<file path="src/rtl/lc3_mem_arbiter.sv">
// LC-3 shared-memory arbiter: CPU vs. DMA, fixed wait states, R/ack handshake.
// Optional round-robin arbitration when LC3_ARB_FAIR_EN is defined (default: fixed CPU priority).
module lc3_mem_arbiter #(
    parameter int ADDR_W      = 16,
    parameter int DATA_W      = 16,
    parameter int WAIT_STATES = 2
) (
    input  logic              clk,
    input  logic              rst_n,
    input  logic              cpu_req,
    input  logic              cpu_we,
    input  logic [ADDR_W-1:0] cpu_addr,
    input  logic [DATA_W-1:0] cpu_wdata,
    output logic [DATA_W-1:0] cpu_rdata,
    output logic              cpu_r,
    input  logic              dma_req,
    input  logic              dma_we,
    input  logic [ADDR_W-1:0] dma_addr,
    input  logic [DATA_W-1:0] dma_wdata,
    output logic [DATA_W-1:0] dma_rdata,
    output logic              dma_ack,
    output logic              dma_gnt,
    output logic              mem_ce,
    output logic              mem_we,
    output logic [ADDR_W-1:0] mem_addr,
    output logic [DATA_W-1:0] mem_wdata,
    input  logic [DATA_W-1:0] mem_rdata
);
    typedef enum logic [1:0] {IDLE, BUSY, DONE} state_t;

    localparam logic [3:0] WAIT_CNT = 4'(WAIT_STATES);

    state_t     state;
    logic [3:0] cnt;
    logic       last_owner;   // 1 = DMA; also the owner of the access in flight
    logic       granted;      // no grant since reset yet -> dma_gnt stays low
    logic       pick_dma;

    always_comb begin
        pick_dma = dma_req && !cpu_req;
`ifdef LC3_ARB_FAIR_EN
        if (cpu_req && dma_req)
            pick_dma = !last_owner;
`endif
    end

    assign dma_gnt = last_owner && granted;

    always_ff @(posedge clk or negedge rst_n) begin
        if (!rst_n) begin
            state      <= IDLE;
            cnt        <= 4'd0;
            last_owner <= 1'b1;
            granted    <= 1'b0;
            cpu_r      <= 1'b0;
            dma_ack    <= 1'b0;
            mem_ce     <= 1'b0;
            mem_we     <= 1'b0;
            mem_addr   <= '0;
            mem_wdata  <= '0;
            cpu_rdata  <= '0;
            dma_rdata  <= '0;
        end else begin
            case (state)
                IDLE: begin
                    if (cpu_req || dma_req) begin
                        last_owner <= pick_dma;
                        granted    <= 1'b1;
                        mem_ce     <= 1'b1;
                        mem_we     <= pick_dma ? dma_we    : cpu_we;
                        mem_addr   <= pick_dma ? dma_addr  : cpu_addr;
                        mem_wdata  <= pick_dma ? dma_wdata : cpu_wdata;
                        cnt        <= WAIT_CNT;
                        state      <= BUSY;
                    end
                end
                BUSY: begin
                    if (cnt != 4'd0) begin
                        cnt <= cnt - 4'd1;
                    end else begin
                        // Read data is captured on the last BUSY edge; writes leave rdata untouched.
                        if (!mem_we) begin
                            if (last_owner)
                                dma_rdata <= mem_rdata;
                            else
                                cpu_rdata <= mem_rdata;
                        end
                        if (last_owner)
                            dma_ack <= 1'b1;
                        else
                            cpu_r <= 1'b1;
                        mem_ce <= 1'b0;
                        mem_we <= 1'b0;
                        state  <= DONE;
                    end
                end
                DONE: begin
                    cpu_r   <= 1'b0;
                    dma_ack <= 1'b0;
                    state   <= IDLE;
                end
                default: state <= IDLE;
            endcase
        end
    end
endmodule

</file>
<file path="config.mk">
export PLATFORM = sky130hd
export DESIGN_NAME = lc3_mem_arbiter
export DESIGN_NICKNAME = d
export VERILOG_FILES = /design/src/rtl/lc3_mem_arbiter.sv
export SDC_FILE = /design/constraint.sdc
export NUM_CORES = 1
export LEC_CHECK = 0
export BUFFER_PORTS_ARGS = -buffer_cell sky130_fd_sc_hd__buf_4
export CORE_ASPECT_RATIO = 0.9
export CORE_MARGIN = 8
export CORE_UTILIZATION = 46
export DETAILED_ROUTE_END_ITERATION = 8
export PLACE_DENSITY = 0.79
export SETUP_SLACK_MARGIN = 0.3
export SLEW_MARGIN = 40
export SYNTH_ARGS = -nofsm -noshare
export SYNTH_HDL_FRONTEND = slang
export SYNTH_SLANG_ARGS = --single-unit
</file>
<file path="constraint.sdc">
create_clock -name clk -period 2.9 [get_ports clk]
set_clock_uncertainty 0.2 [all_clocks]
set_input_delay 0.145 -clock clk [delete_from_list [all_inputs] [get_ports clk]]
set_output_delay 0.145 -clock clk [all_outputs]
set_load 0.005 [all_outputs]
</file>
==> key figures <==
Die
  – Ports: 155
  – Total die area: approximately 10,000 um2
  – Vert. Die Dim: a little under 100 um
  – DIE WIDTH: between 100 and 150 um
  – Site Rows: 29
  – Core footprint: ~7000 um2
  – Initial Util: 47.23%

Synth
  – Top-area cell type share of the netlist area: a little under three fifths
  – Yosys warns: 0
  – Avg Cell Area, Syn: 12.40 um2
  – Yosys reg bits: 76
  – Syn Nets: about 360
  – Cells after synthesis: 268
  – Synth Cell Area: between 3000 and 4000 um2
  – Commonest register cell after synthesis: dfrtp_1
  – Fraction of registers with async set/reset: 100.0%
  – Sequential-to-total area share from yosys stat: a little under three fifths
  – Area leader, netlist: dfrtp_1
  – Top post-synthesis cells by area: dfrtp_1, o21ai_0, mux2i_1, mux2_2, mux2_4
  – Number of synthesized flops with an enable pin: 0
  – Distinct cells, synth: 35

Setup path
  – Critical Path RT: between 2 and 3 ns
  – CP max FO: 33
  – Reg2reg start: cnt[0]
  – Crit-path cells: dlygate4sd3_1, buf_4, nor2b_4, buf_4, mux2i_1, dlygate4sd3_1, o21ai_0
  – Critical path class: in2reg
  – Reg2reg setup slack: ~0.47 ns
  – Max stage delay on crit path: about 0.59 ns
  – Reg-to-Reg End: cpu_rdata[7]
  – Worst Setup End Kind: flip-flop
  – CP Buf/Inv Count: 4
  – FF-to-FF path depth: 5
  – CP Data Arrival Time: around 2.5 ns
  – CP Launch Type: input port
  – Slowest cell on the critical path: dlygate4sd3_1
  – CP delay by family, top: buffers and inverters

Flow run
  – Max_cap viols: 0

Timing
  – Setup slack after layout: between 0.4 and 0.5 ns
  – Max_slew headroom: between 50% and 60%
  – Final Max Slew Viols: 0
  – Worst Max-Slew Pin Slew: between 0.6 and 0.7 ns
  – Unrepaired setup endpoints after global routing: false
  – Minimum period implied by the final worst setup slack: 2.458 ns
  – Final Cycle Share: between 80% and 90%
  – Setup TNS: 0 ns
  – # setup viols final: 0
  – Fmax: 406.9 MHz
  – Final Hold Vio Count: 0

Power
  – VDD IR max: approximately 0.45 mV
  – Clk pwr share: between 10% and 20%
  – Switching share of power: 33.11%
  – Comb power frac: between 40% and 50%
  – Pleak: around 2.6 nW
  – Reg power frac: 39.1%
  – Design internal power: about 0.0032 W
  – Sw power: roughly 0.0016 W
  – PD cells: ~860 nW/um2

Clocking
  – TritonCTS buffer count: 9
  – H-tree depth: 3
  – Hold-fix buffers, CTS: 86
  – CTS max path bufs: 2
  – CTS tree: done
  – CTS Root Cell: clkbuf_8
  – Setup bufs post-CTS: 0
  – Clk slew on worst S/H paths: roughly 0.08 ns
  – Skew-Pair Late Insertion Delay: roughly 0.34 ns
  – Clock sink count: between 70 and 80
  – PostCTS Resize Cnt: 0

Placed design
  – Buffers on Ports: between 150 and 200
  – RePlAce Congestion: about 0.85
  – Pre-CTS setup slack: between 0.4 and 0.5 ns
  – HPWL after DPL: a little under 7 mm

GRT
  – First-pass GRT wire length: 17.74 mm
  – Initial antenna violation count: 1
  – Total gr overflow: 0
  – Vias in the first global route: ~3,500
  – Largest net degree at the start of global routing: a little under 80
  – Tot GR Track Use: about a fifth

Run status
  – Status: finished, final reports clean

Finish
  – Fillers: 447
  – Fin nets: slightly below 600
  – Most frequent cells in the layout: buf_4, dlygate4sd3_1, dfrtp_1
  – Commonest non-fill, non-tap cell in the layout: buf_4
  – Layout cell share with drive strength beyond 1: 42.07%
  – Final core occ: between 70 and 80%
  – Area Overhead vs Synth: 69.18%
  – Register area: ~1900 um2
  – Area of the multi-input gates: about 1300 um2

Detailed routing
  – Via count: just over 3,000
  – DRC violation total after the first TritonRoute iteration: 84
  – DRT Wirelength: roughly 11 mm
  – Routed len/inst: between 15 and 20 um
  – Antenna Nets Post-Route: 0
  – Router iterations before antenna repair: 4
  – # DRC: 0
  – Via density: roughly 5.1

Hold path
  – Hold Path Class: in2async
==> flip-flops by register name (all words and copies together) (netlist names) <==
signal / flops
mem_addr: 16
dma_ack: 1
mem_we: 1
cpu_r: 1
dma_rdata: 16
cpu_rdata: 16
state: 2
mem_wdata: 16
granted: 1
last_owner: 1
mem_ce: 1
cnt: 4
==> per-stage QoR <==
step           std cells  instance area (um2)  total power [W]  hold slack, ns
3_3_place_gp         502                 4549         0.003799          0.1364
3_5_place_dp         502                 4553         0.003886         0.01069
2_1_floorplan        268                 3324         0.002747         -0.3506
5_1_grt              605                 5624         0.005168          0.2426
4_1_cts              604                 5622         0.004846          0.2006
6_report             605                 5624         0.004840          0.1848
==> cell usage after synthesis, types with 2 or more instances <==
| cell type | n |
|---|---|
| ha_1 | 2 |
| mux2_2 | 22 |
| mux2_4 | 10 |
| dfrtp_1 | 75 |
| nor3_1 | 2 |
| a21oi_1 | 3 |
| nand2_1 | 4 |
| nand3_1 | 2 |
| buf_2 | 3 |
| o21ai_0 | 68 |
| mux2i_1 | 32 |
| a22o_1 | 2 |
| clkbuf_1 | 12 |
| nor2_1 | 4 |
| nor2b_1 | 2 |
| inv_1 | 4 |
| nand2b_1 | 3 |
==> routing by layer <==
layer | track usage [%] | share of wire, %
met1 | 21.86 | 36
met2 | 38.12 | 54
met3 | 7.029 | 5.9
met4 | 9.946 | 3.5
met5 | 0 | 0
==> final cells by class <==
cell class,instances,area share (%)
repair buffers,244,36.46
flip-flops and latches,76,33.84
multi-input cells,171,23.63
clock buffers,10,2.447
well taps,93,2.069
clock inverters,6,1.246
inverters,4,0.2670
diodes,1,0.04449
==> cells by family after synthesis <==
logic type,count (synthesis),synth area share (%)
and+or+nand+nor,26,4.705
muxes,64,21.60
adders and majority gates,2,0.7526
DFF,76,57.25
buffers and inverters,21,3.199
AOI/OAI and AO/OA,79,12.50
==> how the worst max path moves through the flow <==
stage / cells past startpoint / endpoint / startpoint / slack [ns]
after floorplan: 7 / cpu_rdata[10] / cnt[0] / 0.51
after global placement: 5 / cpu_rdata[7] / cnt[0] / 0.54
after detailed placement: 5 / cpu_rdata[14] / cnt[0] / 0.49
after CTS: 5 / cpu_rdata[7] / cnt[0] / 0.47
after global routing: 6 / dma_rdata[8] / cnt[0] / 0.35
final: 7 / mem_addr[13] / dma_req / 0.44
==> power by group through the flow <==
stage               logic [W]  registers, W  clock network, W
floorplan            0.000857       0.00189                 0
global placement      0.00192       0.00187                 0
global route          0.00231       0.00196          0.000894
CTS                   0.00210       0.00189          0.000851
detailed placement    0.00198       0.00190                 0
finish                0.00212       0.00189          0.000828
Power figures use the tool's default switching activity.
